$ cat src/rtl/multichannel_cs_accumulator_pkg.sv
// Shared constants and helpers for the multi-channel carry-save accumulator.
// FSM encodings are plain localparams so older code can compare against them directly.
package multichannel_cs_accumulator_pkg;

  localparam logic [1:0] StIdle    = 2'd0;
  localparam logic [1:0] StResolve = 2'd1;
  localparam logic [1:0] StDone    = 2'd2;

  localparam int unsigned CountWidth = 16;

  localparam int unsigned AdderRipple  = 0;
  localparam int unsigned AdderChunked = 1;

  function automatic int unsigned clog2(input int unsigned value);
    int unsigned r;
    r = 0;
    while ((32'd1 << r) < value) r = r + 1;
    return r;
  endfunction

  // Index width that never collapses to zero bits.
  function automatic int unsigned idxWidth(input int unsigned n);
    return (clog2(n) > 0) ? clog2(n) : 1;
  endfunction

endpackage

$ cat src/rtl/multichannel_cs_accumulator_if.sv
// Request/result bus of the multi-channel carry-save accumulator.
// The master side produces operands and consumes results; the accumulator is the slave.
interface multichannel_cs_accumulator_if #(
  parameter int unsigned INPUT_LENGTH  = 16,
  parameter int unsigned OUTPUT_LENGTH = 32,
  parameter int unsigned NUM_CHANNELS  = 4
);
  localparam int unsigned CH_W = multichannel_cs_accumulator_pkg::idxWidth(NUM_CHANNELS);

  logic [INPUT_LENGTH-1:0]  iA;
  logic [CH_W-1:0]          iCh;
  logic                     iValid;
  logic                     iTerminate;
  logic                     oReady;
  logic [OUTPUT_LENGTH-1:0] oRes;
  logic [CH_W-1:0]          oResCh;
  logic [15:0]              oResCount;
  logic                     oResValid;
  logic                     iResReady;
  logic                     oErr;

  modport master (
    output iA, iCh, iValid, iTerminate, iResReady,
    input  oReady, oRes, oResCh, oResCount, oResValid, oErr
  );

  modport slave (
    input  iA, iCh, iValid, iTerminate, iResReady,
    output oReady, oRes, oResCh, oResCount, oResValid, oErr
  );

endinterface

$ cat src/rtl/multichannel_cs_accumulator_csa_chunk_resolver.sv
// Multi-cycle carry-propagate adder: resolves iOpA + iOpB one ADDER_WIDTH chunk per cycle,
// LSB chunk first, with the inter-chunk carry held in a register.
module csa_chunk_resolver
  import multichannel_cs_accumulator_pkg::*;
#(
  parameter int unsigned WIDTH       = 32,
  parameter int unsigned ADDER_WIDTH = 8
) (
  input  logic             iClk,
  input  logic             iRst,
  input  logic             iStart,
  input  logic [WIDTH-1:0] iOpA,
  input  logic [WIDTH-1:0] iOpB,
  output logic [WIDTH-1:0] oRes,
  output logic             oDone
);

  localparam int unsigned NumChunks = WIDTH / ADDER_WIDTH;
  localparam int unsigned CntW      = idxWidth(NumChunks);
  localparam logic [CntW-1:0] LastChunk = CntW'(NumChunks - 1);

  logic [WIDTH-1:0]     opAQ, opBQ, resQ, resD;
  logic [CntW-1:0]      cntQ;
  logic                 carryQ, busyQ, doneQ;
  logic [ADDER_WIDTH:0] chunkSum;

  // Operands shift down each cycle; finished chunks enter the result from the top.
  always_comb begin
    chunkSum = {1'b0, opAQ[ADDER_WIDTH-1:0]} + {1'b0, opBQ[ADDER_WIDTH-1:0]}
             + {{ADDER_WIDTH{1'b0}}, carryQ};
    resD = resQ >> ADDER_WIDTH;
    resD[WIDTH-1 -: ADDER_WIDTH] = chunkSum[ADDER_WIDTH-1:0];
  end

  always_ff @(posedge iClk or posedge iRst) begin
    if (iRst) begin
      opAQ   <= '0;
      opBQ   <= '0;
      resQ   <= '0;
      cntQ   <= '0;
      carryQ <= 1'b0;
      busyQ  <= 1'b0;
      doneQ  <= 1'b0;
    end else if (iStart) begin
      opAQ   <= iOpA;
      opBQ   <= iOpB;
      cntQ   <= '0;
      carryQ <= 1'b0;
      busyQ  <= 1'b1;
      doneQ  <= 1'b0;
    end else if (busyQ) begin
      opAQ   <= opAQ >> ADDER_WIDTH;
      opBQ   <= opBQ >> ADDER_WIDTH;
      resQ   <= resD;
      carryQ <= chunkSum[ADDER_WIDTH];
      cntQ   <= cntQ + CntW'(1);
      doneQ  <= (cntQ == LastChunk);
      busyQ  <= (cntQ != LastChunk);
    end else begin
      doneQ  <= 1'b0;
    end
  end

  assign oRes  = resQ;
  assign oDone = doneQ;

endmodule

$ cat src/rtl/multichannel_cs_accumulator.sv
// NUM_CHANNELS redundant (sum, carry) accumulators fed at full rate through a 3:2 compressor,
// with one shared chunked resolver that turns a selected channel into a binary result.
module multichannel_cs_accumulator
  import multichannel_cs_accumulator_pkg::*;
#(
  parameter int unsigned INPUT_LENGTH  = 16,
  parameter int unsigned OUTPUT_LENGTH = 32,
  parameter int unsigned NUM_CHANNELS  = 4,
  parameter int unsigned ADDER_WIDTH   = 8,
  parameter int unsigned SIGNED        = 0,
  parameter int unsigned CLEAR_ON_READ = 1
) (
  input logic                          iClk,
  input logic                          iRst,
  multichannel_cs_accumulator_if.slave acc
);

  localparam int unsigned CH_W = idxWidth(NUM_CHANNELS);

  logic [OUTPUT_LENGTH-1:0] sumQ   [NUM_CHANNELS];
  logic [OUTPUT_LENGTH-1:0] carryQ [NUM_CHANNELS];
  logic [CountWidth-1:0]    countQ [NUM_CHANNELS];

  logic [1:0]               stateQ, stateD;
  logic                     readyQ, validQ, errQ;
  logic [OUTPUT_LENGTH-1:0] resQ;
  logic [CH_W-1:0]          resChQ, pendChQ;
  logic [CountWidth-1:0]    resCountQ, pendCountQ;

  logic                     accept, chOk, accAcc, termAcc, signBit;
  logic [OUTPUT_LENGTH+INPUT_LENGTH-1:0] extWide;
  logic [OUTPUT_LENGTH-1:0] extA, selSum, selC2, newSum, newCarry;
  logic [CountWidth-1:0]    selCount, newCount;
  logic [OUTPUT_LENGTH-1:0] resolverRes;
  logic                     resolverDone;

  always_comb begin
    accept  = acc.iValid & readyQ;
    chOk    = ({1'b0, acc.iCh} < (CH_W + 1)'(NUM_CHANNELS));
    accAcc  = accept & ~acc.iTerminate & chOk;
    termAcc = accept & acc.iTerminate & chOk;

    // Over-wide extension then truncation also covers OUTPUT_LENGTH == INPUT_LENGTH.
    signBit = (SIGNED != 0) & acc.iA[INPUT_LENGTH-1];
    extWide = {{OUTPUT_LENGTH{signBit}}, acc.iA};
    extA    = extWide[OUTPUT_LENGTH-1:0];

    selSum   = sumQ[acc.iCh];
    selC2    = carryQ[acc.iCh] << 1;
    selCount = countQ[acc.iCh];
    newSum   = selSum ^ selC2 ^ extA;
    newCarry = (selSum & selC2) | (selSum & extA) | (selC2 & extA);
    newCount = (selCount == '1) ? selCount : selCount + CountWidth'(1);
  end

  always_ff @(posedge iClk or posedge iRst) begin
    if (iRst) begin
      for (int c = 0; c < int'(NUM_CHANNELS); c++) begin
        sumQ[c]   <= '0;
        carryQ[c] <= '0;
        countQ[c] <= '0;
      end
    end else begin
      for (int c = 0; c < int'(NUM_CHANNELS); c++) begin
        if (acc.iCh == CH_W'(c)) begin
          if (accAcc) begin
            sumQ[c]   <= newSum;
            carryQ[c] <= newCarry;
            countQ[c] <= newCount;
          end else if (termAcc && (CLEAR_ON_READ != 0)) begin
            sumQ[c]   <= '0;
            carryQ[c] <= '0;
            countQ[c] <= '0;
          end
        end
      end
    end
  end

  always_comb begin
    stateD = stateQ;
    case (stateQ)
      StIdle:    if (termAcc) stateD = StResolve;
      StResolve: if (resolverDone) stateD = StDone;
      StDone:    if (acc.iResReady) stateD = StIdle;
      default:   stateD = StIdle;
    endcase
  end

  always_ff @(posedge iClk or posedge iRst) begin
    if (iRst) begin
      stateQ     <= StIdle;
      readyQ     <= 1'b0;
      validQ     <= 1'b0;
      errQ       <= 1'b0;
      resQ       <= '0;
      resChQ     <= '0;
      resCountQ  <= '0;
      pendChQ    <= '0;
      pendCountQ <= '0;
    end else begin
      stateQ <= stateD;
      readyQ <= (stateD == StIdle);
      validQ <= (stateD == StDone);
      errQ   <= accept & ~chOk;
      if (termAcc) begin
        pendChQ    <= acc.iCh;
        pendCountQ <= selCount;
      end
      if (stateQ == StResolve && resolverDone) begin
        resQ      <= resolverRes;
        resChQ    <= pendChQ;
        resCountQ <= pendCountQ;
      end
    end
  end

  csa_chunk_resolver #(
    .WIDTH       (OUTPUT_LENGTH),
    .ADDER_WIDTH (ADDER_WIDTH)
  ) uResolver (
    .iClk   (iClk),
    .iRst   (iRst),
    .iStart (termAcc),
    .iOpA   (selSum),
    .iOpB   (selC2),
    .oRes   (resolverRes),
    .oDone  (resolverDone)
  );

  assign acc.oReady    = readyQ;
  assign acc.oRes      = resQ;
  assign acc.oResCh    = resChQ;
  assign acc.oResCount = resCountQ;
  assign acc.oResValid = validQ;
  assign acc.oErr      = errQ;

endmodule

$ cat src/flat_wrapper.sv
// flat-port wrapper written by rule: the top's interface ports become plain ports
module multichannel_cs_accumulator_flat import multichannel_cs_accumulator_pkg::*;
#(
  parameter int unsigned INPUT_LENGTH  = 16,
  parameter int unsigned OUTPUT_LENGTH = 32,
  parameter int unsigned NUM_CHANNELS  = 4,
  parameter int unsigned ADDER_WIDTH   = 8,
  parameter int unsigned SIGNED        = 0,
  parameter int unsigned CLEAR_ON_READ = 1
)
  (iClk, iRst, acc_iA, acc_iCh, acc_iValid, acc_iTerminate, acc_iResReady, acc_oReady, acc_oRes, acc_oResCh, acc_oResCount, acc_oResValid, acc_oErr);
  multichannel_cs_accumulator_if #(.INPUT_LENGTH(INPUT_LENGTH), .OUTPUT_LENGTH(OUTPUT_LENGTH), .NUM_CHANNELS(NUM_CHANNELS)) acc_i ();
  input logic iClk;
  input logic iRst;
  input wire logic [$bits(acc_i.iA)-1:0] acc_iA;
  input wire logic [$bits(acc_i.iCh)-1:0] acc_iCh;
  input wire logic [$bits(acc_i.iValid)-1:0] acc_iValid;
  input wire logic [$bits(acc_i.iTerminate)-1:0] acc_iTerminate;
  input wire logic [$bits(acc_i.iResReady)-1:0] acc_iResReady;
  output wire logic [$bits(acc_i.oReady)-1:0] acc_oReady;
  output wire logic [$bits(acc_i.oRes)-1:0] acc_oRes;
  output wire logic [$bits(acc_i.oResCh)-1:0] acc_oResCh;
  output wire logic [$bits(acc_i.oResCount)-1:0] acc_oResCount;
  output wire logic [$bits(acc_i.oResValid)-1:0] acc_oResValid;
  output wire logic [$bits(acc_i.oErr)-1:0] acc_oErr;
  assign acc_i.iA = acc_iA;
  assign acc_i.iCh = acc_iCh;
  assign acc_i.iValid = acc_iValid;
  assign acc_i.iTerminate = acc_iTerminate;
  assign acc_i.iResReady = acc_iResReady;
  assign acc_oReady = acc_i.oReady;
  assign acc_oRes = acc_i.oRes;
  assign acc_oResCh = acc_i.oResCh;
  assign acc_oResCount = acc_i.oResCount;
  assign acc_oResValid = acc_i.oResValid;
  assign acc_oErr = acc_i.oErr;
  multichannel_cs_accumulator #(.INPUT_LENGTH(INPUT_LENGTH), .OUTPUT_LENGTH(OUTPUT_LENGTH), .NUM_CHANNELS(NUM_CHANNELS), .ADDER_WIDTH(ADDER_WIDTH), .SIGNED(SIGNED), .CLEAR_ON_READ(CLEAR_ON_READ)) u_core (.iClk(iClk), .iRst(iRst), .acc(acc_i));
endmodule
$ cat config.mk
export PLATFORM = sky130hd
export DESIGN_NAME = multichannel_cs_accumulator_flat
export DESIGN_NICKNAME = d
export VERILOG_FILES = /design/src/rtl/multichannel_cs_accumulator_pkg.sv /design/src/rtl/multichannel_cs_accumulator_if.sv /design/src/rtl/multichannel_cs_accumulator_csa_chunk_resolver.sv /design/src/rtl/multichannel_cs_accumulator.sv /design/src/flat_wrapper.sv
export SDC_FILE = /design/constraint.sdc
export NUM_CORES = 1
export LEC_CHECK = 0
export CAP_MARGIN = 20
export CORE_MARGIN = 3
export CORE_UTILIZATION = 30
export DETAILED_ROUTE_END_ITERATION = 10
export PLACE_DENSITY_LB_ADDON = 0.25
export SLEW_MARGIN = 20
export SYNTH_ARGS = -nofsm -noshare
export SYNTH_HDL_FRONTEND = slang
export SYNTH_SLANG_ARGS = --single-unit
$ cat constraint.sdc
create_clock -name iClk -period 28.1 [get_ports iClk]
set_input_delay 8.43 -clock iClk [delete_from_list [all_inputs] [get_ports iClk]]
set_output_delay 8.43 -clock iClk [all_outputs]
set_load 0.005 [all_outputs]
# ---- Word-level counts from Yosys, hierarchy flattened
# Cells that the tools add are included.
# Widths: inputs -> output; s select.
dict set report totals {
  register_bits 493
}
dict set report classes {
  addsub 4
  n_lt_le_gt_ge 1
  n_eq_ne 9
  mux 31
  n_bitwise 13
  n_reduce_logical 11
}
# operator count
set op_table {}
lappend op_table {{$mux 32} 9}
lappend op_table {{$bmux 32 s2} 2}
lappend op_table {{$mux 16} 5}
lappend op_table {{$and 32x16->32} 2}
lappend op_table {{$or 32x32->32} 2}
lappend op_table {{$mux 31} 2}
lappend op_table {{$and 32x32->32} 1}
lappend op_table {{$bmux 16 s2} 1}
lappend op_table {{$xor 32x16->32} 1}
lappend op_table {{$xor 32x32->32} 1}
lappend op_table {{$add 16x1->16 const B} 1}
lappend op_table {{$eq 16x16->1 const B} 1}
lappend op_table {{$eq 2x2->1 const B} 5}
lappend op_table {{$mux 2} 5}
lappend op_table {{$reduce_and 2->1} 5}
lappend op_table {{$add 8x8->9} 1}
lappend op_table {{$add 9x1->9} 1}
lappend op_table {{$logic_not 2->1} 3}
lappend op_table {{$mux 1} 6}
lappend op_table {{$pmux 2 s3} 1}
lappend op_table {{$eq 2x1->1 const B} 2}
lappend op_table {{$reduce_bool 2->1} 2}
lappend op_table {{$and 1x1->1} 3}
lappend op_table {{$ge 3x3->1 const B} 1}
lappend op_table {{5 further kinds} 6}

# ---- Logic depth before layout (Yosys ltp)
# Gate-level depths: netlist of run 1.
dict set report depth {
  ltp_word 8
  depth_mapped 12
  mapped_depth_nobuf 10
}

# ---- By module
# A second synthesis of run 1 with hierarchy kept.
dict set report unflattened {
  hier_cells 1900
  hier_area_um2 21800.9
}
# module n_inst cells_per_inst area_each_um2
set by_module_without_submodules {}
lappend by_module_without_submodules {multichannel_cs_accumulator 1 1428 17174.0}
lappend by_module_without_submodules {csa_chunk_resolver 1 472 4626.9}

# ---- Worst setup path after synthesis of run 1
# No wires, ideal clock.
dict set report synth_path {
  kind {input to register}
  startpoint {input port acc_iCh[0]}
  endpoint {register u_core.sumQ[100] in the netlist's numbering}
  arrival_time_ns 10.660
  slack_ns 17.319
  path_stages 7
  path_buffers 4
  cell_sequence {buf_6 > buf_12 > buf_12 > clkbuf_1 > mux4_2 > fa_1 > a22o_1}
}
dict set report synth_via {
  elab_chain_cells 7
  word_cells_on_any_way 12
  classes_between {7 x mux; 3 x bitwise; 2 x reduce/logical}
}
# element line
set synth_lines {}
lappend synth_lines {{start, declared} flat_wrapper.sv:16} ;# input wire logic [$bits(acc_i.iCh)-1:0] acc_iCh;
lappend synth_lines {{$not 2->3 (implied by the code)} {multichannel_cs_accumulator.sv:48, multichannel_cs_accumulator.sv:49}}
lappend synth_lines {{$bmux 32 s2, on equally long branches} {multichannel_cs_accumulator.sv:48, multichannel_cs_accumulator.sv:49}}
lappend synth_lines {{$mux 32 (implied by the code) / $mux 31 (equally long branches) (2 in a row)} {multichannel_cs_accumulator.sv:48, multichannel_cs_accumulator.sv:49}}
lappend synth_lines {{$xor 32x32->32} multichannel_cs_accumulator.sv:51} ;# newSum = selSum ^ selC2 ^ extA;
lappend synth_lines {{$xor 32x16->32} multichannel_cs_accumulator.sv:51}
lappend synth_lines {{$mux 32} multichannel_cs_accumulator.sv:66} ;# if (accAcc) begin
lappend synth_lines {{end signal, assigned by index} multichannel_cs_accumulator.sv:67} ;# sumQ[c] <= newSum;
lappend synth_lines {{end, declared} multichannel_cs_accumulator.sv:20} ;# logic [OUTPUT_LENGTH-1:0] sumQ [NUM_CHANNELS];
# Parallel ways exist; a longest one is shown, timed or not. The select of a mux whose other input is x is not followed.
# A chain may end at the register's enable or synchronous reset.

# ---- Worst setup path after layout of run 1
dict set report layout_path {
  startpoint {input port acc_iCh[0]}
  endpoint {register u_core.sumQ[77] in the netlist's numbering}
}
# Same word-level chain as after synthesis.

==> results of run 1 <==
==> cells in the final DEF, fill, tap and decap left out, drive strengths merged, types with 15 or more instances in the layout <==
cell type and instances:
dfrtp 489, a22o 256, nand2 221, o21ai 119, mux4 79, clkbuf 79
mux2 77, clkdlybuf4s50 72, mux2i 50, buf 26, ha 25, nor2 23
nand3 22, fa 17, inv 15
==> layer usage <==
metal	share of wire	routed length [um]	track usage	vias up
met4	0.018	962	0.0378	0
met1	0.47	25000	0.207	7064
met5	0	0	0	-
met2	0.47	25400	0.236	326
li1	-	-	-	5879
met3	0.045	2420	0.0269	76
==> registers in the layout (all words and copies together), names as in the netlist, 2 cells and up <==
signal	count
u_core.uResolver.opBQ	32
u_core.pendCountQ	16
u_core.countQ	64
u_core.acc.oRes	32
u_core.stateQ	2
u_core.carryQ	124
u_core.uResolver.cntQ	2
u_core.acc.oResCount	16
u_core.uResolver.oRes	32
u_core.pendChQ	2
u_core.acc.oResCh	2
u_core.uResolver.opAQ	32
u_core.sumQ	128
==> final cells by class <==
type                            count  share of cell area
Sequential cell                   489               0.501
Inverter                           11             0.00200
Timing Repair Buffer               98              0.0389
Clock inverter                     17             0.00866
Tap cell                          931              0.0477
Clock buffer                       79              0.0648
Multi-Input combinational cell    952               0.337
==> cells in the mapped netlist, types with 3 or more instances <==
library cell | instances | area share
nand3_1 | 21 | 0.0050
or3_1 | 3 | 0.00089
nand4_1 | 3 | 0.00089
nor2_1 | 23 | 0.0041
clkbuf_1 | 91 | 0.016
xor2_1 | 9 | 0.0038
fa_1 | 17 | 0.016
mux4_2 | 79 | 0.085
mux2_2 | 76 | 0.041
buf_1 | 4 | 0.00072
xnor2_1 | 4 | 0.0017
o21ai_0 | 98 | 0.023
mux2i_1 | 50 | 0.024
ha_1 | 25 | 0.015
a22o_1 | 256 | 0.11
and3_1 | 4 | 0.0012
dfrtp_1 | 489 | 0.58
or2_2 | 3 | 0.00089
a21oi_1 | 6 | 0.0014
inv_1 | 10 | 0.0018
nand2_1 | 221 | 0.040
o21ai_1 | 21 | 0.0050
buf_2 | 19 | 0.0045
==> cell families (layout without fill, tap and decap cells) <==
logic type               count (synthesis)  count (layout)  share of synthesized area
AO/OA/AOI/OAI                          395             395                      0.142
XOR/XNOR                                13              13                    0.00543
adder cells (fa/ha/maj)                 42              42                     0.0311
buffers and inverters                  130             205                     0.0267
flip-flops                             489             489                      0.583
multiplexers                           206             206                      0.150
other                                    1               1                   0.000179
AND/OR/NAND/NOR                        295             295                     0.0610
==> how the worst max path moves through the flow <==
stage	slack, ns	end	cells past startpoint
floorplan	6.02	u_core.acc.oReady$_DFF_PP0_	1
global route	16.94	u_core.acc.oResCount[6]$_DFFE_PP0P_	4
CTS	17.07	u_core.uResolver.opBQ[29]$_DFFE_PP0P_	4
global placement	16.52	u_core.carryQ[115]$_DFFE_PP0P_	4
detailed placement	16.41	u_core.sumQ[19]$_DFFE_PP0P_	4
finish	17.36	u_core.sumQ[77]$_DFFE_PP0P_	5
==> worst reg2reg max path, cell delays in order, from the launching register on <==
cell	delay (ns)
dfrtp_1	0.58
nand2_1	0.19
nor2_1	0.24
nand2_4	0.33
nor2_4	0.52
buf_4	0.73
a22o_1	0.25
==> report_power, final <==
group / total, uW / switching (uW) / internal [uW]
clock network: 711 / 293 / 418
logic: 278 / 146 / 133
registers: 818 / 48.7 / 770
total: 1810 / 488 / 1320
==> metrics by stage <==
stage | cells | power, uW | worst slack, ns
global placement | 2479 | 1110 | 16.52
CTS | 2575 | 1830 | 17.07
global route | 2577 | 1890 | 16.94
detailed placement | 2479 | 1110 | 16.41
finish | 2577 | 1810 | 17.36
floorplan | 1571 | 1000 | 6.02
==> impl_metrics.py, run 1 <==
metrics = {
    "placement": {
        "dp_hpwl_um": 30400,
        "place_area_mm2": 0.0226,
        "io_buffers": 74,
        "place.gp.congestion": 0.719,
    },
    "power": {
        "power_leakage_uw": 0.0113,
        "ir_drop_mv": 0.0436,
        "power.density_mw_per_mm2": 74.0,
    },
    "flow_run": {
        "maxCapViolCount": 0,
    },
    "critical_path": {
        "worst-path-buf-inv": 2,
        "worstPathMaxFanout": 56,
        "startpoint": "acc_iCh[0]",
        "crit_path_cell_trace": "buf_6, buf_4, mux4_2, fa_1, a22o_1",
        "reg2regPathDepth": 6,
        "arrival_ns": 11.25,
        "criticalPathCategory": "input pin to register",
        "critPathSlowestCell": "buf_4",
        "end_kind": "register",
        "max_stage_delay_ns": 0.72,
        "reg2reg_slack_ns": 25.19,
        "start_kind": "input pin",
        "reg2reg_to": "u_core.sumQ[94]$_DFFE_PP0P_",
        "worstPathRequired_ns": 28.60,
        "crit_family": "buffers and inverters",
        "r2r_start": "u_core.acc.oReady$_DFF_PP0_",
    },
    "min_path": {
        "hold_end": "u_core.stateQ[0]$_DFF_PP0_",
        "hp-class": "register to register",
        "hp-start": "u_core.stateQ[1]$_DFF_PP0_",
        "hold_path_depth": 1,
    },
    "die": {
        "die_x_um": 270,
        "initial_utilization": 0.304,
        "rows": 96,
        "fp.dieH_um": 270,
        "num_io_pins": 76,
        "die_area_mm2": 0.0731,
        "core-area_mm2": 0.0689,
    },
    "synth": {
        "ys_seq_area_frac": 0.583,
        "syn_avg_cell_area_um2": 13.4,
        "ys_async_sr_fraction": 1.00,
        "synth_cell_types": 52,
        "synth_nets": 1636,
        "synth_ff_type": "dfrtp_1",
        "synth-seq-cells": 489,
        "netlist_area_mm2": 0.0210,
        "synth_edf_count": 0,
        "yosysWarnings": 0,
        "syn-instance-count": 1571,
    },
    "sta": {
        "slew_viol_final": 0,
        "hold_ws_ns": 0.455,
        "finalSetupTns_ns": 0,
        "fin_crit_sh": 0.382,
        "fmax_mhz": 93.1,
        "period_minus_slack_ns": 10.74,
        "finClkSkew_ns": 0.0260,
        "relSlewSlack": 0.290,
        "setup_viol": 0,
        "hold_viol": 0,
        "rsz0062_at_grt": "false",
        "tightest_slew_ns": 1.07,
    },
    "layout": {
        "area_delta_synth_final_pct": 16.5,
        "seqCellArea_mm2": 0.0122,
        "nNetsFinal": 1669,
        "finalInstanceArea_mm2": 0.0244,
        "multi_input_area_mm2": 0.00823,
        "diodes": 0,
        "final_util": 0.354,
        "fill_cells": 6727,
        "drive_gt1_frac": 0.176,
    },
    "clocking": {
        "clk_pin_slew_ns": 0.06,
        "cts_buffer_depth": 3,
        "cts_setup_buffers": 0,
        "postCtsHoldBufs": 0,
        "cts.repair.resized": 0,
        "cts_tree": "built",
        "htree_levels": 2,
        "cts_buffers": 52,
        "cts_num_sinks": 489,
        "clockRootBuffer": "clkbuf_16",
        "clk_latency_ns": 0.61,
    },
    "grt": {
        "grt_usage": 0.147,
        "antenna_found_initial": 0,
        "grt_max_degree": 115,
        "overflow": 0,
        "grt_first_pass_wirelength_um": 86300,
        "grt_pass1_vias": 14300,
    },
    "route": {
        "routed_via_density": 5.18,
        "antenna_left": 0,
        "vias": 13300,
        "wl_per_cell_um": 20.9,
        "finalWirelength_um": 53800,
        "drc_errors": 0,
        "drt-initial-drc-count": 894,
        "dr.pass1.iters": 5,
    },
    "status": {
        "outcome": "complete, no violations",
    },
}
(Power assumes the default switching activity.)
==> inputs of run 2 (changes only) <==
==> constraint.sdc (replaced) <==
create_clock -name iClk -period 10.2 [get_ports iClk]
set_input_delay 3.06 -clock iClk [delete_from_list [all_inputs] [get_ports iClk]]
set_output_delay 3.06 -clock iClk [all_outputs]
set_load 0.005 [all_outputs]
==> impl_metrics.py, run 2 (synthesis results as in run 1) <==
metrics = {
    "layout": {
        "area_delta_synth_final_pct": 16.0,
        "fin_cells": 2569,
        "largest-register": "u_core.sumQ",
        "nNetsFinal": 1664,
        "final_common_cell": "dfrtp_1",
        "reg_top3": "u_core.sumQ (128), u_core.carryQ (124), u_core.countQ (64)",
        "final_cell_mix": "488 x dfrtp_1, 256 x a22o_1, 219 x nand2_1",
        "drive_gt1_frac": 0.172,
        "diodes": 0,
        "largest_register_ffs": 128,
    },
    "critical_path": {
        "arrival_ns": 6.55,
        "reg2regPathDepth": 5,
        "criticalPathCategory": "input pin to register",
        "reg2reg_to": "u_core.carryQ[25]$_DFFE_PP0P_",
        "worstPathMaxFanout": 45,
        "reg2reg_slack_ns": 7.29,
        "worstPathRequired_ns": 10.66,
        "end_kind": "register",
        "start_kind": "input pin",
        "r2r_start": "u_core.acc.oReady$_DFF_PP0_",
    },
    "power": {
        "p_switching_uw": 1320,
        "pwr-share-clk": 0.390,
        "p_sw_frac": 0.266,
        "power_leakage_uw": 0.0113,
        "power.density_mw_per_mm2": 203,
        "combPwrFrac": 0.157,
        "internal_power_uw": 3620,
        "seq_power_share": 0.453,
        "ir_drop_mv": 0.119,
    },
    "grt": {
        "overflow": 0,
        "grt_usage": 0.147,
        "grt_pass1_vias": 14200,
        "antenna_found_initial": 0,
        "grt_first_pass_wirelength_um": 85500,
        "grt_max_degree": 171,
    },
    "route": {
        "vias": 13300,
        "finalWirelength_um": 53200,
        "drt-initial-drc-count": 948,
        "wl_per_cell_um": 20.7,
        "antenna_left": 0,
        "dr.pass1.iters": 5,
        "drc_errors": 0,
        "routed_via_density": 5.16,
    },
    "flow_run": {
        "maxCapViolCount": 0,
    },
    "die": {
        "die_x_um": 270,
        "fp.dieH_um": 270,
        "die_area_mm2": 0.0731,
        "initial_utilization": 0.304,
        "rows": 96,
        "core-area_mm2": 0.0689,
        "num_io_pins": 76,
    },
    "clocking": {
        "clk_pin_slew_ns": 0.06,
        "cts_num_sinks": 489,
        "cts_buffer_depth": 3,
        "htree_levels": 2,
        "clk_latency_ns": 0.60,
        "clockRootBuffer": "clkbuf_16",
        "postCtsHoldBufs": 0,
        "cts_tree": "built",
        "cts_setup_buffers": 0,
        "cts_buffers": 50,
        "cts.repair.resized": 0,
    },
    "status": {
        "outcome": "complete, no violations",
    },
    "min_path": {
        "hold_path_depth": 2,
        "hold_end": "u_core.pendCountQ[14]$_DFFE_PP0P_",
        "hp-start": "u_core.pendCountQ[14]$_DFFE_PP0P_",
        "hp-class": "register to register",
    },
    "sta": {
        "rsz0062_at_grt": "false",
        "tightest_slew_ns": 0.991,
        "relSlewSlack": 0.339,
        "setup_viol": 0,
        "finClkSkew_ns": 0.0206,
        "period_minus_slack_ns": 6.09,
        "slew_viol_final": 0,
        "fin_crit_sh": 0.597,
        "hold_viol": 0,
        "fmax_mhz": 164,
        "finalSetupTns_ns": 0,
    },
    "placement": {
        "place.gp.congestion": 0.763,
        "io_buffers": 74,
        "placed_cells": 2478,
        "dp_hpwl_um": 30400,
    },
}
run 2: cell type report:
class / count / area (um^2)
Fill cell: 6706 / 44600
Sequential cell: 489 / 12200
Multi-Input combinational cell: 952 / 8230
Clock buffer: 73 / 1490
Tap cell: 931 / 1160
Timing Repair Buffer: 95 / 926
Clock inverter: 18 / 246
Inverter: 11 / 45.0
run 2: power by group through the flow:
stage	sequential, uW	combinational [uW]	clock, uW
floorplan	2240	520	0
global placement	2270	776	0
detailed placement	2280	789	0
CTS	2240	791	1990
global route	2260	847	2060
finish	2240	774	1930
run 2: through the flow:
step                      hold WS [ns]  area, um^2   util  worst slack, ns  power (uW)
after detailed placement         0.451       22600  0.328             3.45        3060
after CTS                        0.463       24300  0.353             4.07        5020
final                            0.467       24300  0.353             4.11        4940
after global routing             0.488       24300  0.353             3.78        5180
after floorplan                  0.425       21000      -            0.509        2760
after global placement           0.442       22600  0.328             3.48        3050
run 2: worst max-delay path by stage:
stage               slack [ns]        from                             to
detailed placement        3.45  acc_iCh[0]  u_core.countQ[53]$_DFFE_PP0P_
global route              3.78  acc_iCh[0]  u_core.countQ[53]$_DFFE_PP0P_
floorplan                 0.51        iRst    u_core.acc.oReady$_DFF_PP0_
finish                    4.11  acc_iCh[0]  u_core.countQ[53]$_DFFE_PP0P_
CTS                       4.07  acc_iCh[0]  u_core.countQ[53]$_DFFE_PP0P_
global placement          3.48  acc_iCh[0]   u_core.countQ[5]$_DFFE_PP0P_
run 2: worst max-delay path, cell delays in order:
cell      delay [ns]
buf_6           0.48
buf_4           0.83
mux4_2          0.68
ha_1            0.27
nand3_2         0.13
or2_1           0.25
nand2b_1        0.19
nand4_1         0.12
xor2_1          0.30
o21ai_1         0.11
run 2: routing by layer:
metal	wire length, um	GRT usage
met3	2430	0.0227
met5	0	0
met2	25300	0.238
met4	1260	0.0456
met1	24200	0.203
==> edit 1 (config.mk and constraints of run 2) <==
`SIGNED` is set to 0 in 2 places; all go to 1.
--- a/src/rtl/multichannel_cs_accumulator.sv
+++ b/src/rtl/multichannel_cs_accumulator.sv
@@ -9,3 +9,3 @@
   parameter int unsigned ADDER_WIDTH   = 8,
-  parameter int unsigned SIGNED        = 0,
+  parameter int unsigned SIGNED        = 1,
   parameter int unsigned CLEAR_ON_READ = 1
--- a/src/flat_wrapper.sv
+++ b/src/flat_wrapper.sv
@@ -7,3 +7,3 @@
   parameter int unsigned ADDER_WIDTH   = 8,
-  parameter int unsigned SIGNED        = 0,
+  parameter int unsigned SIGNED        = 1,
   parameter int unsigned CLEAR_ON_READ = 1
Behaviour: same outputs for any inputs over 4 cycles, from zero or initial values and one cycle with iRst high; that may be too few to reach the edited logic, so the function may still have changed.
==> edit 1 against run 2 <==
Clock skew shrank 0.0038 ns; power grew 7.0%; setup slack better by 0.13 ns; design area is 0.34% higher; synthesized area up 0.14%; final cell count about the same; die area increased by 0.13%; fmax rose by 2.2%; synthesized cell count unchanged; wire length shrank 0.48%; utilization increased by 0.12 points; sequential cell count did not move.
==> edit 1: results (changes against run 2) <==
Worst setup path
  – Reg2Reg Setup Slack: 6.84 ns (was 7.29 ns)
  – Crit Path Max Fanout: 43 (was 45)
  – Top delay family on crit path: simple AND/OR/NAND/NOR gates (was buffers and inverters)
  – Worst endpoint data arrival time: 6.50 ns (was 6.55 ns)
  – Delay of the slowest cell on the worst path: 1.01 ns (was 0.83 ns)
  – Critical Path Slowest Stage Cell: nor2_4 (was buf_4)
  – Reg2reg end: u_core.sumQ[5] (was u_core.carryQ[25])

Layout
  – Area Growth Syn to Fin: 16.28% (was 16.04%)
  – Final net count: 1,667 (was 1,664)
  – # fillers: 6,687 (was 6,706)
  – Share of cells above drive strength 1: 0.1689 (was 0.1716)

Clock network
  – Gates resized, CTS repair: 0 (unchanged)
  – Inserted Clock Buffers: 54 (was 50)

GRT
  – Vias in the first global route: 14.20k (was 14.17k)
  – First-pass GRT wire length: 85.80 mm (was 85.51 mm)
  – Initial antenna violation count: 1 (was 0)
  – GRT Util Overall: 0.1465 (was 0.1467)
  – Largest net degree at the start of global routing: 177 (was 171)

Synthesis
  – Post-Synth XOR/XNOR Area: 0.005838 (was 0.005429)
  – Top post-synthesis cells by count: 489 x dfrtp_1, 255 x a22o_1, 227 x nand2_1 (was 489 x dfrtp_1, 256 x a22o_1, 221 x nand2_1)
  – Sequential element share of the synthesized area: 0.5826 (was 0.5834)
  – Post-Synth Adder-Cell Area: 0.03646 (was 0.03114)
  – Syn avg cell area: 13.37 µm² (was 13.35 µm²)
  – Synth area leaders: dfrtp_1 58%, a22o_1 11%, mux4_2 8.5%, mux2_2 4.1%, nand2_1 4.1% (was dfrtp_1 58%, a22o_1 11%, mux4_2 8.5%, mux2_2 4.1%, nand2_1 4.0%)
  – Compound-Gate Fraction of Synth Area: 0.1457 (was 0.1421)
  – Yosys cell types: 47 (was 52)

Drt
  – DRT Wirelength: 52.98 mm (was 53.24 mm)
  – Drt pass-1 iters: 6 (was 5)
  – Routed vias/inst: 5.200 (was 5.161)
  – Iter 0 DRT Violations: 1,044 (was 948)

Placement
  – Worst slack, placed: 3.627 ns (was 3.450 ns)
  – Gpl congestion: 0.7580 (was 0.7630)
  – Detail Placement HPWL: 30.34 mm (was 30.41 mm)
  – Inst Count DP: 2,477 (was 2,478)
  – DP Area: 22,670 µm² (was 22,600 µm²)

Power
  – P_leak: 11.08 nW (was 11.27 nW)
  – Max IR drop VDD: 0.0001253 V (was 0.0001191 V)

Status
  – Outcome: completed (unchanged)

STA
  – Hold_ws: 0.4707 ns (was 0.4669 ns)
  – Relative slew slack: 0.2801 (was 0.3392)
  – Setup Skew: 0.01679 ns (was 0.02064 ns)
edit 1: cell count changes in the layout (fill, tap and decap cells not counted), sizes merged, moves of 4 or more:
cell | before | now
and4 | 0 | 4
clkbuf | 73 | 78
fa | 17 | 32
ha | 25 | 10
nand2 | 221 | 227
nand3 | 22 | 6
o21ai | 119 | 138
xnor2 | 4 | 8
edit 1: metal layers:
metal	wire length, µm	track usage	share of wire
met5	7	0	0.00013
met4	1003	0.03578	0.019
met3	2585	0.02643	0.049
met2	25040	0.2339	0.47
met1	24350	0.2072	0.46
edit 1: worst max-delay path by stage:
stage,from,to,slack [ns],cells past startpoint
6_report,acc_iValid,u_core.sumQ[5],4.24,6
3_5_place_dp,acc_iValid,u_core.sumQ[16],3.63,6
3_3_place_gp,acc_iValid,u_core.sumQ[1],3.63,6
4_1_cts,acc_iValid,u_core.carryQ[15],4.24,6
5_1_grt,acc_iCh[0],u_core.countQ[30],4.04,9
2_1_floorplan,iRst,u_core.acc.oReady,0.51,1
edit 1: layout make-up:
cell class / instances / area share
multi-input combinational: 955 / 0.3410
sequential: 489 / 0.5011
timing repair buffer: 93 / 0.03694
inverter: 9 / 0.001537
clock buffer: 78 / 0.06271
clock inverter: 16 / 0.009017
tap: 931 / 0.04770
edit 1: where the power goes:
group          switching, W  total (W)  internal [W]
combinational      0.000491   0.000964      0.000474
sequential         0.000168    0.00238       0.00221
clock              0.000781    0.00194       0.00116
total               0.00144    0.00529       0.00385
edit 1: logic make-up (layout without fill, tap and decap cells):
logic type                 after synthesis  count (layout)
AOI/OAI and AO/OA                      412             412
muxes                                  207             207
DFF                                    489             489
adders and majority gates               42              42
other                                    1               1
xor gates and xnor gates                14              14
and+or+nand+nor                        279             279
buffers and inverters                  127             196
==> edit 2 (config.mk and constraints of run 2) <==
Without the edit above. Make the reset (`iRst`) synchronous in 3 clocked blocks.
--- a/src/rtl/multichannel_cs_accumulator_csa_chunk_resolver.sv
+++ b/src/rtl/multichannel_cs_accumulator_csa_chunk_resolver.sv
@@ -34,3 +34,3 @@
 
-  always_ff @(posedge iClk or posedge iRst) begin
+  always_ff @(posedge iClk) begin
     if (iRst) begin
--- a/src/rtl/multichannel_cs_accumulator.sv
+++ b/src/rtl/multichannel_cs_accumulator.sv
@@ -55,3 +55,3 @@
 
-  always_ff @(posedge iClk or posedge iRst) begin
+  always_ff @(posedge iClk) begin
     if (iRst) begin
@@ -89,3 +89,3 @@
 
-  always_ff @(posedge iClk or posedge iRst) begin
+  always_ff @(posedge iClk) begin
     if (iRst) begin
Behaviour: differs if iRst is asserted again (counterexample within 4 cycles, from zero or initial values and one cycle with iRst high); with iRst held inactive, the same outputs for 4 cycles.
==> edit 2 against run 2 <==
Sequential cell count did not move; synthesized area about the same; design area grew 0.45%; sequential share of layout area up 2.7 points; via count shrank 2.2%; wire length decreased by 3.5%; setup slack improved by 0.44 ns; die area barely moved; register-to-register slack worse by 0.37 ns; count of clock-buffer cells in the layout increased by 7; critical endpoint is now u_core.sumQ[3][5]; largest cell class unchanged.
Power is not compared: it rests on default switching activity, and its combinational part moved more than twofold at a synthesized area within 25%.
==> edit 2: results (changes against run 2) <==
Worst setup path
  – Delay of the slowest cell on the worst path: 0.69 ns (was 0.83 ns)
  – Critical Path Slowest Stage Cell: nand3_4 (was buf_4)
  – Crit Path Max Fanout: 47 (was 45)
  – Worst endpoint data arrival time: 6.06 ns (was 6.55 ns)

Layout
  – Final net count: 1,813 (was 1,664)
  – Share of cells above drive strength 1: 0.1195 (was 0.1716)
  – Multi-input logic area: 7408 µm² (was 8228 µm²)
  – Clock network share of area: 0.07278 (was 0.07131)
  – Register area: 12,960 µm² (was 12,240 µm²)
  – Layout inverter count without the clock tree: 53 (was 11)

Synthesis
  – Post-Synth XOR/XNOR Area: 0.005310 (was 0.005429)
  – Post-Synth Adder-Cell Area: 0.03115 (was 0.03114)
  – Mux share of post-synthesis cell area: 0.1112 (was 0.1500)
  – Post-synth EDFFs: 316 (was 0)
  – Sequential element share of the synthesized area: 0.6177 (was 0.5834)
  – FFs w/ async S/R, synth: 0 (was 1.000)

Placement
  – Gpl congestion: 0.7166 (was 0.7630)
  – Detail Placement HPWL: 30.59 mm (was 30.41 mm)

GRT
  – First-pass GRT wire length: 79.87 mm (was 85.51 mm)
  – GRT Util Overall: 0.1397 (was 0.1467)
  – Vias in the first global route: 13.30k (was 14.17k)
  – M1 GR Usage: 0.1949 (was 0.2029)
  – Met2 Track Usage GR: 0.2285 (was 0.2380)
  – Met3 usage: 0.02443 (was 0.02265)

Drt
  – WL met2: 24.37 mm (was 25.33 mm)
  – DRT Wirelength: 51.40 mm (was 53.24 mm)

Status
  – Outcome: completed (unchanged)
==> edit 2: worst max-delay path: cells and delay by family <==
family,cells,cell delay (ns)
buffers and inverters,2,1.11
and+or+nand+nor,4,1.86
==> edit 2: metrics by stage <==
step,power (W),setup slack [ns],utilization,instance area [µm²]
after global placement,0.002568,3.909,0.3287,22660
after detailed placement,0.002575,3.846,0.3287,22660
after floorplan,0.002466,2.265,-,20970
after CTS,0.004550,4.485,0.3545,24440
after global routing,0.004657,4.260,0.3545,24440
final,0.004485,4.546,0.3546,24450
==> edit 2: final timing paths <==
kind | startpoint | end | slack (ns) | cells past startpoint
setup / recovery | acc_iValid | u_core.sumQ[3][5] | 4.55 | 6
hold / removal | u_core.uResolver.oRes[0] | u_core.acc.oRes[0] | 0.45 | 2
setup reg to reg | u_core.acc.oReady | u_core.sumQ[3][5] | 6.92 | 5
hold reg to reg | u_core.uResolver.oRes[0] | u_core.acc.oRes[0] | 0.45 | 2
